$ cat config.mk
export PLATFORM = sky130hd
export DESIGN_NAME = hazard_stall_unit
export DESIGN_NICKNAME = d
export VERILOG_FILES = /design/src/rtl/mips_pkg.sv /design/src/rtl/hazard_event_counter.sv /design/src/rtl/hazard_stall_unit.sv
export SDC_FILE = /design/constraint.sdc
export NUM_CORES = 1
export LEC_CHECK = 0
export CAP_MARGIN = 25
export CELL_PAD_IN_SITES_DETAIL_PLACEMENT = 0
export CELL_PAD_IN_SITES_GLOBAL_PLACEMENT = 1
export CORE_ASPECT_RATIO = 0.8
export CORE_MARGIN = 8
export CORE_UTILIZATION = 34
export DETAILED_ROUTE_END_ITERATION = 10
export PLACE_DENSITY = 0.82
export SYNTH_ARGS = -nofsm -noshare
export SYNTH_HDL_FRONTEND = slang
export SYNTH_SLANG_ARGS = --single-unit
$ cat constraint.sdc
create_clock -name clk -period 1.91 [get_ports clk]
set_input_delay 0.382 -clock clk [delete_from_list [all_inputs] [get_ports clk]]
set_output_delay 0.382 -clock clk [all_outputs]
set_load 0.02 [all_outputs]
$ cat src/rtl/mips_pkg.sv
// Shared types and constants for the MIPS pipeline hazard logic.
// Holds the hazard FSM state encoding and register-file index definitions.
package mips_pkg;

  localparam int REG_W = 5;
  localparam logic [REG_W-1:0] REG_ZERO = 5'd0;

  typedef enum logic [1:0] {
    RUN      = 2'd0,
    MEM_WAIT = 2'd1,
    HALT     = 2'd2
  } state_t;

endpackage

$ cat src/rtl/hazard_event_counter.sv
// Free-running event counter: +1 on each enabled cycle, wraps silently.
// Latency: count visible the cycle after the event; asynchronously cleared by rst_n.
module hazard_event_counter #(
  parameter int CNT_W = 32
) (
  input  logic             clk,
  input  logic             rst_n,
  input  logic             i_en,
  output logic [CNT_W-1:0] o_cnt
);

  logic [CNT_W-1:0] r_cnt;

  always_ff @(posedge clk or negedge rst_n) begin
    if (!rst_n) begin
      r_cnt <= '0;
    end else if (i_en) begin
      r_cnt <= r_cnt + 1'b1;
    end
  end

  assign o_cnt = r_cnt;

endmodule

$ cat src/rtl/hazard_stall_unit.sv
// Stall/flush controller: load-use bubbles, taken-branch flushes, dmem freeze with timeout.
// Outputs are combinational from state and inputs; a stuck dmem parks the pipeline in HALT.
module hazard_stall_unit
  import mips_pkg::*;
#(
  parameter int MEM_TIMEOUT = 255,
  parameter int CNT_W       = 32
) (
  input  logic             clk,
  input  logic             rst_n,
  input  logic [REG_W-1:0] id_rs,
  input  logic [REG_W-1:0] id_rt,
  input  logic             id_uses_rs,
  input  logic             id_uses_rt,
  input  logic             id_ex_memread,
  input  logic [REG_W-1:0] id_ex_rt,
  input  logic             ex_branch_taken,
  input  logic             ex_mem_memreq,
  input  logic             dmem_ready,
  output logic             pc_write,
  output logic             if_id_write,
  output logic             if_id_flush,
  output logic             id_ex_write,
  output logic             id_ex_flush,
  output logic             ex_mem_write,
  output logic             mem_wb_flush,
  output logic             mem_timeout,
  output logic [CNT_W-1:0] stall_cycles,
  output logic [CNT_W-1:0] flush_count
);

  localparam int WCW = (MEM_TIMEOUT < 1) ? 1 : $clog2(MEM_TIMEOUT + 1);

  state_t         r_state, w_state_nxt;
  logic [WCW-1:0] r_wait_cnt, w_wait_cnt_nxt;
  logic           r_mem_timeout, w_timeout_nxt;
  logic           w_load_use;
  logic           w_mem_busy;

  assign w_load_use = id_ex_memread && (id_ex_rt != REG_ZERO) &&
                      ((id_uses_rs && (id_ex_rt == id_rs)) ||
                       (id_uses_rt && (id_ex_rt == id_rt)));
  assign w_mem_busy = ex_mem_memreq && !dmem_ready;

  always_ff @(posedge clk or negedge rst_n) begin
    if (!rst_n) begin
      r_state       <= RUN;
      r_wait_cnt    <= '0;
      r_mem_timeout <= 1'b0;
    end else begin
      r_state       <= w_state_nxt;
      r_wait_cnt    <= w_wait_cnt_nxt;
      r_mem_timeout <= w_timeout_nxt;
    end
  end

  always_comb begin
    w_state_nxt    = r_state;
    w_wait_cnt_nxt = r_wait_cnt;
    w_timeout_nxt  = r_mem_timeout;
    case (r_state)
      RUN: begin
        if (w_mem_busy) begin
          w_state_nxt    = MEM_WAIT;
          w_wait_cnt_nxt = WCW'(1);
        end
      end
      MEM_WAIT: begin
        // A dropped request is treated like completion rather than an error.
        if (!w_mem_busy) begin
          w_state_nxt    = RUN;
          w_wait_cnt_nxt = '0;
        end else if (r_wait_cnt == WCW'(MEM_TIMEOUT)) begin
          w_state_nxt   = HALT;
          w_timeout_nxt = 1'b1;
        end else begin
          w_wait_cnt_nxt = r_wait_cnt + 1'b1;
        end
      end
      HALT: begin
        w_state_nxt = HALT;
      end
      default: begin
        w_state_nxt    = RUN;
        w_wait_cnt_nxt = '0;
      end
    endcase
  end

  always_comb begin
    pc_write     = 1'b1;
    if_id_write  = 1'b1;
    id_ex_write  = 1'b1;
    ex_mem_write = 1'b1;
    if_id_flush  = 1'b0;
    id_ex_flush  = 1'b0;
    mem_wb_flush = 1'b0;
    if (!rst_n || (r_state == HALT)) begin
      pc_write     = 1'b0;
      if_id_write  = 1'b0;
      id_ex_write  = 1'b0;
      ex_mem_write = 1'b0;
    end else if (w_mem_busy) begin
      // Branch and load-use stay pending in frozen EX and are re-evaluated on release.
      pc_write     = 1'b0;
      if_id_write  = 1'b0;
      id_ex_write  = 1'b0;
      ex_mem_write = 1'b0;
      mem_wb_flush = 1'b1;
    end else if (ex_branch_taken) begin
      if_id_flush = 1'b1;
      id_ex_flush = 1'b1;
    end else if (w_load_use) begin
      pc_write    = 1'b0;
      if_id_write = 1'b0;
      id_ex_flush = 1'b1;
    end
  end

  assign mem_timeout = r_mem_timeout;

  hazard_event_counter #(.CNT_W(CNT_W)) u_stall_cnt (
    .clk   (clk),
    .rst_n (rst_n),
    .i_en  (!pc_write),
    .o_cnt (stall_cycles)
  );

  hazard_event_counter #(.CNT_W(CNT_W)) u_flush_cnt (
    .clk   (clk),
    .rst_n (rst_n),
    .i_en  (if_id_flush),
    .o_cnt (flush_count)
  );

endmodule
# After elaboration in Yosys (flattened, before gate mapping)
# Cells that the tools add are included.
# word_totals
out_inout_bits	72
in_bits	23
regBits	75
# op_classes
n_addsub	3
n_reduce_logical	14
bitwise	1
eq_ne	8
n_mux	23
# ops
cell	count
$add 32x1->32 const B	2
$mux 8	3
$pmux 8 s3	1
$mux 1	15
$eq 5x5->1	2
$add 8x1->8 const B	1
$eq 8x8->1 const B	1
$mux 2	3
$ne 3x3->1 const B	2
$pmux 2 s3	1
$reduce_and 3->1	2
$logic_and 1x1->1	5
$reduce_bool 5->1	1
$eq 2x1->1 const B	1
$eq 2x2->1 const B	1
$logic_not 1->1	2
$logic_not 2->1	1
$logic_or 1x1->1	2
$ne 2x2->1 const B	1
$reduce_and 2->1	1
$not 1->1	1

# Depth between registers and ports, before layout
# logic_depth
word_depth	8
ltp_mapped	7
depth_no_buf	7

# By module
# A second synthesis with hierarchy kept.
# hier_totals
hier_cells	335
area_unflattened_um2	3684.8
# by_module_without_submodules
mod	cells_per_inst	area_per_inst_um2	n_inst	seq_area_each_um2
hazard_event_counter	123	1448.9	2	800.8
hazard_stall_unit	89	787.0	1	275.3

# Least setup slack after synthesis
# Ideal clock, no wire load.
# synth_timing
path_type	input -> output
startpoint	in id_ex_rt[1]
endpoint	out pc_write
path_stages	6
path_buffers	2
setup_slack_ns	-0.149
arrival_time_ns	1.677
cell_sequence	or4_1 o21ai_1 nor2_1 a21boi_4 buf_6 buf_4
# synth_between
elab_chain_cells	8
word_cells_on_any_way	12
cone_classes	2 x eq/ne; 4 x mux; 6 x reduce/logical
# synth_lines
item	line_no	rtl
start, declared	hazard_stall_unit.sv:16	input logic [REG_W-1:0] id_ex_rt,
$eq 5x5->1 (on tied branches)	hazard_stall_unit.sv:41, hazard_stall_unit.sv:42	
$logic_and 1x1->1 (on tied branches)	hazard_stall_unit.sv:41, hazard_stall_unit.sv:42	
$logic_or 1x1->1	hazard_stall_unit.sv:41	((id_uses_rs && (id_ex_rt == id_rs)) ||
$logic_and 1x1->1 (*)	hazard_stall_unit.sv:40	assign w_load_use = id_ex_memread && (id_ex_rt != REG_ZERO) &&
$mux 1 (*) (4 in series)	--	
end, declared	hazard_stall_unit.sv:20	output logic pc_write,
# Every way passes the cells marked *; elsewhere a longest branch is shown, timed or not.

# Worst setup path after layout
# layout_timing
startpoint	in id_ex_rt[3]
endpoint	out id_ex_flush
# layout_between
elab_chain_cells	8
word_cells_on_any_way	12
cone_classes	2 x eq/ne; 4 x mux; 6 x reduce/logical
# layout_lines
item	line_no	rtl
$eq 5x5->1 (on tied branches)	hazard_stall_unit.sv:41, hazard_stall_unit.sv:42	
$logic_and 1x1->1 (on tied branches)	hazard_stall_unit.sv:41, hazard_stall_unit.sv:42	
$logic_or 1x1->1	hazard_stall_unit.sv:41	
$logic_and 1x1->1 (*)	hazard_stall_unit.sv:40	
$mux 1 (*)	hazard_stall_unit.sv:113	end else if (w_load_use) begin
$mux 1 (*)	hazard_stall_unit.sv:110	end else if (ex_branch_taken) begin
$mux 1 (*)	hazard_stall_unit.sv:103	end else if (w_mem_busy) begin
$mux 1 (*)	hazard_stall_unit.sv:98	if (!rst_n || (r_state == HALT)) begin
end, declared	hazard_stall_unit.sv:24	output logic id_ex_flush,
# Marks and branches as above.

==> run_results.csv <==
group,metric,value,unit
synth,synth_cell_types,44,
sta,tightestPinTransition,0.494,ns
final_layout,layout_common_cells,"dfrtp_1 (75), clkdlybuf4s50_1 (68), nand2_1 (51)",
final_layout,num-nets-final,521,
final_layout,syn_to_final_growth,50.9,%
worst_setup_path,rrSetupSlack,0.07,ns
placed_design,placed_cells,621,
clock_network,cts_max_level,3,
final_layout,drive_gt1_share,22.4,%
worst_setup_path,setup.worst_path.start_class,"primary input",
power_and_ir_drop,leakage,2.47,nW
clock_network,clockBufferDepth,2,
floorplan,ioPinCount,95,
placed_design,io_buffers,94,
placed_design,hpwl,7140,um
worst_setup_path,crit_fanout,2,
synth,netlist_instances,352,
clock_network,clk_latency,0.33,ns
floorplan,core,10800,um^2
grt,gr-total-overflow,0,
sta,finalHoldViolCount,0,
floorplan,die_area,14600,um^2
placed_design,dp_slack,-0.917,ns
sta,period_needed,2.02,ns
clock_network,postCtsHoldBufs,0,
grt,grt_max_degree,39,
grt,grt_antenna_before_repair,0,
clock_network,cts_root_buffer,"clkbuf_16",
drt,vias_per_cell,4.81,
sta,finalWorstSetupSlack,-0.115,ns
power_and_ir_drop,power_density,1080,nW/um^2
floorplan,initial_utilization,34.6,%
clock_network,clk_pin_slew,0.06,ns
sta,setup_viol,11,
worst_setup_path,slowest_stage,"or4_4",
worst_setup_path,path_cells,"buf_6 -> or4_4 -> o21ai_2 -> and2b_1 -> o21a_1 -> buf_6",
power_and_ir_drop,ir_worst_vdd,501,uV
synth,syn_nets,378,
synth,syn_area_per_cell,10.6,um^2
worst_setup_path,worstPathRequired,1.53,ns
drt,drcViolationCount,0,
worst_setup_path,arrival,1.64,ns
worst_setup_path,critPathTopFamily,"simple AND/OR/NAND/NOR gates",
drt,routed_wl,9680,um
sta,final_max_slew_viol_count,0,
synth,synth_area,3740,um^2
synth,ys_seq_area_share,50.2,%
sta,fin_crit_sh,106,%
worst_setup_path,worst_path_largest_cell_delay,0.53,ns
final_layout,fin_cells,644,
drt,avgRoutedWirePerCell,15.0,um
final_layout,final_common_cell,"dfrtp_1",
grt,track_usage,13.5,%
worst_setup_path,worst-path-buf-inv,2,
run,max-cap-violations,0,
worst_hold_path,hold_path.class,"in -> async",
floorplan,fp.dieH,110,um
sta,rsz0062_at_grt,"yes",
drt,drtIter0Drc,159,
sta,slew_headroom,67.1,%
clock_network,cts_buffers,9,
sta,fin_hold_ws,0.236,ns
final_layout,antenna_cells,0,
clock_network,cts.sinks,75,
run_status,outcome,"complete, but fails checks",
placed_design,globalplace.congestion,0.796,
power_and_ir_drop,power,6.09,mW
synth,ys_seq_elements,75,
drt,firstDrtPassIters,4,
drt,ant_nets,0,
worst_setup_path,cpMostUsedCell,"buf_6",
sta,max_freq,0.494,GHz
floorplan,core.rowCount,34,
synth,yosys_warnings,0,
run_status,violations,"negative setup slack",
sta,clock_skew,0.00707,ns
worst_setup_path,end_kind,"output pin",
drt,vias,3097,
grt,grt_pass1_wl,16000,um
worst_setup_path,crit_type,"in -> out",
clock_network,cts_tree,"yes",
floorplan,dieWidth,133,um
grt,grt_pass1_vias,3184,
==> area by class of cell <==
cell class | count | area [um^2]
timing repair buffer | 142 | 1310
multi-input combinational | 262 | 1950
inverter | 5 | 18.8
sequential | 75 | 1880
clock inverter | 4 | 47.5
tap | 144 | 180
clock buffer | 12 | 267
fill | 977 | 5160
==> cell usage after synthesis <==
cell / n / share of area, %
and2_4: 1 / 0.23
or4_1: 1 / 0.20
and3_1: 11 / 1.8
buf_4: 2 / 0.40
o21ai_0: 4 / 0.54
buf_2: 1 / 0.13
nand2_1: 51 / 5.1
dfrtp_1: 75 / 50
a2bb2oi_1: 1 / 0.23
a21boi_4: 1 / 0.50
nand2b_2: 2 / 0.47
nor4b_2: 1 / 0.40
o21bai_1: 1 / 0.20
a21oi_1: 1 / 0.13
o22ai_1: 7 / 1.2
or2_2: 1 / 0.17
nand4_1: 15 / 2.5
xnor2_1: 37 / 8.7
buf_6: 3 / 0.90
nor2b_1: 1 / 0.17
nor2_1: 14 / 1.4
xor2_1: 37 / 8.7
clkbuf_1: 4 / 0.40
nand4_4: 2 / 1.1
nor3b_1: 2 / 0.40
nor3_1: 11 / 1.5
and2b_1: 1 / 0.20
o22ai_2: 1 / 0.33
o21a_1: 1 / 0.20
and2_1: 2 / 0.33
inv_1: 5 / 0.50
o21ai_1: 1 / 0.13
nand2b_1: 1 / 0.17
nor4_1: 12 / 2.0
nor4_4: 2 / 1.1
ha_1: 3 / 1.0
mux2_1: 1 / 0.30
nand4_2: 1 / 0.33
mux2i_1: 2 / 0.54
and4_1: 6 / 1.4
nor3_2: 1 / 0.27
nand3b_1: 1 / 0.20
nand3_1: 23 / 3.1
nor4b_1: 1 / 0.23
==> routing by layer <==
metal	share of wire, %	GRT usage, %
met3	5.5	4.47
met2	48	21.7
met5	0	0
met4	1.8	5.28
met1	45	16.7
==> metrics by stage <==
stage | cell area, um^2 | util [%] | TNS (ns)
after floorplan | 3740 | - | -0.155
after global placement | 5100 | 47.2 | -32.97
after detailed placement | 5100 | 47.2 | -34.02
after CTS | 5510 | 51.0 | -2.09
after global routing | 5640 | 52.2 | -2.24
final | 5640 | 52.2 | -0.416
==> sequential cells by signal (all words and copies together) (netlist names) <==
signal             count
mem_timeout            1
r_state                2
r_wait_cnt             8
u_flush_cnt.o_cnt     32
u_stall_cnt.o_cnt     32
==> cell families (layout without fill, tap and decap cells) <==
kind of cell,Yosys count,count (layout),share of synthesized area (%)
DFF,75,75,50.2
muxes,3,3,0.836
adders and majority gates,3,3,1.00
and+or+nand+nor,164,164,24.9
xor gates and xnor gates,74,74,17.3
AOI/OAI and AO/OA,18,18,3.44
buffers and inverters,15,163,2.34
==> timing repair <==
action | in CTS | in global routing
resized for setup | 73 | 26
endpoints found under the setup margin | 54 | 51
pin swaps | 12 | 12
setup buffers | 1 | 6
==> report_power, final <==
| group | switching (mW) | internal (mW) |
|---|---|---|
| logic | 1.19 | 0.942 |
| registers | 0.346 | 1.87 |
| clock network | 0.633 | 1.11 |
| total | 2.17 | 3.92 |
==> worst register-to-register path, stage by stage, from the launching register on <==
cell and delay (ns):
dfrtp_1 0.39, nand4_1 0.14, nor3_2 0.23, buf_4 0.14, nand2_1 0.28, nor4_4 0.37, xor2_1 0.21
==> final timing paths <==
| check | startpoint | end | cells after the start |
|---|---|---|---|
| max | id_ex_rt[3] | id_ex_flush | 6 |
| min reg2reg | mem_timeout$_DFFE_PN0P_ | mem_timeout$_DFFE_PN0P_ | 1 |
| min in group clk | mem_timeout$_DFFE_PN0P_ | mem_timeout$_DFFE_PN0P_ | 1 |
| max reg2reg | u_stall_cnt.o_cnt[5]$_DFFE_PN0N_ | u_stall_cnt.o_cnt[15]$_DFFE_PN0N_ | 6 |
| max in group asynchronous | rst_n | u_flush_cnt.o_cnt[30]$_DFFE_PN0P_ | 3 |
| min | rst_n | u_stall_cnt.o_cnt[30]$_DFFE_PN0N_ | 3 |
Power figures use the tool's default switching activity.
==> RTL change: new RTL, same flow settings <==
Change the package constant `REG_ZERO` from 5'd0 to 5'd1.
--- a/src/rtl/mips_pkg.sv
+++ b/src/rtl/mips_pkg.sv
@@ -3,7 +3,7 @@
 package mips_pkg;
 
   localparam int REG_W = 5;
-  localparam logic [REG_W-1:0] REG_ZERO = 5'd0;
+  localparam logic [REG_W-1:0] REG_ZERO = 5'd1;
 
   typedef enum logic [1:0] {
     RUN      = 2'd0,
Formal check against the unedited RTL: not equivalent (Yosys sat finds a counterexample within 4 cycles, from zero or initial values and one cycle with rst_n low).
==> RTL change against the unedited design <==
Critical path type unchanged. Setup slack better by 0.012 ns. Fmax up 0.59%. Hold slack worse by 0.041 ns. Synthesized area down 2.5%. Die area down 2.2%. Highest routed layer unchanged. Cell area down 2.7%. Synthesized cell count down 1.7%. The flow still finishes with violations (negative setup slack). Sequential cell count unchanged. Routed wire length down 0.56%.
Power is not compared: it rests on default switching activity, and its combinational part moved more than twofold at a synthesized area within 25%.
==> RTL change: results <==
[setup_path]
crit_fanout = 3
ff2ff_path_depth = 6
slowest_stage = "or4b_4"

[yosys]
syn_nets = 372
synth_area_per_cell_sq_um = 10.5
synth.area.top_cells = "dfrtp_1 51%, xnor2_1 14%, nand4_1 4.6%, nand2_1 3.9%, nand3_1 3.6%"
synthDistinctLibCells = 41
seq_area_frac_synth_pct = 51.5
synth_flop_cell = "dfrtp_1"
yosys-top-cells-count = "75 x dfrtp_1, 60 x xnor2_1, 38 x nand2_1, 27 x nand4_1, 26 x nand3_1"

[timing]
setup_tns_ns = -0.205
skew_ns = 0.00503
setup_viol = 3
slew_headroom_pct = 62.1
fin_ws_ns = -0.103

[routing]
route.met2.wl_mm = 4.57
wl_met1_mm = 4.27
viasPerCell = 4.74
drt_iter0_drc = 227
finalWirelength_mm = 9.62
wire_per_inst_um = 14.8
dr_wl_met3_um = 665

[global_route]
use_met3_pct = 5.89
grt_pass1_wl_mm = 16.2
grt_use_met2_pct = 23.1
grt_max_degree = 46
grtUsageMet1_pct = 17.2
grt_usage_pct = 14.2
grt_pass1_vias = 3178
antenna_found_initial = 0
top_usage_layer = "met2"

[clock_network]
path_clk_slew_ns = 0.06
cts-root-buf = "clkbuf_16"
ctsResizeCount = 77

[finish]
nFillCells = 973
layout.nets = 526
drive_gt1_share_pct = 23.0

[status]
outcome = "finished, violations left"
violations = "negative setup slack"

[placed_design]
placed_area_sq_um = 5130
gp_congestion = 0.813
hpwl_mm = 7.47
dp_slack_ns = -1.03
place_inst = 632

[power_and_ir_drop]
powerClk_mw = 1.66
pg_seq_mw = 1.88
p_sw_share_pct = 28.4
-- RTL change: cell count changes in the layout (fill, tap and decap cells not counted), sizes merged, moves of 5 or more --
| cell | change |
|---|---|
| nand2 | -13 |
| dlymetal6s2s | -7 |
| nand4 | +11 |
| xor2 | -25 |
| xnor2 | +23 |
| nor2 | +10 |
| nor4 | -13 |
| o22ai | -7 |
| o31ai | +5 |
| buf | +10 |
| and4 | -5 |
-- RTL change: cells by family (layout without fill, tap and decap cells) --
family                   after synthesis  count (layout)  synth area share, %
XOR/XNOR                              72              72                 17.3
AND/OR/NAND/NOR                      166             166                 24.7
AO/OA/AOI/OAI                         19              19                 3.26
flip-flops                            75              75                 51.5
adder cells (fa/ha/maj)                3               3                 1.03
buffers and inverters                 11             170                 2.23
-- RTL change: final timing paths --
| check | start | to | slack, ns |
|---|---|---|---|
| min in group clk | u_flush_cnt.o_cnt[31] | u_flush_cnt.o_cnt[31] | 0.47 |
| max in group asynchronous | rst_n | u_stall_cnt.o_cnt[21] | 1.33 |
| min | rst_n | u_flush_cnt.o_cnt[3] | 0.20 |
| max | id_ex_rt[4] | if_id_write | -0.10 |
| min reg2reg | u_flush_cnt.o_cnt[31] | u_flush_cnt.o_cnt[31] | 0.47 |
| max reg2reg | r_wait_cnt[0] | r_wait_cnt[7] | 0.16 |
-- RTL change: cell type report --
| cell class | instances | area (sq um) | area share, % |
|---|---|---|---|
| Multi-Input combinational cell | 260 | 1780 | 32.4 |
| Timing Repair Buffer | 149 | 1340 | 24.3 |
| Clock inverter | 6 | 55.1 | 1.00 |
| Inverter | 5 | 26.3 | 0.479 |
| Clock buffer | 10 | 239 | 4.35 |
| Sequential cell | 75 | 1880 | 34.2 |
| Tap cell | 144 | 180 | 3.28 |
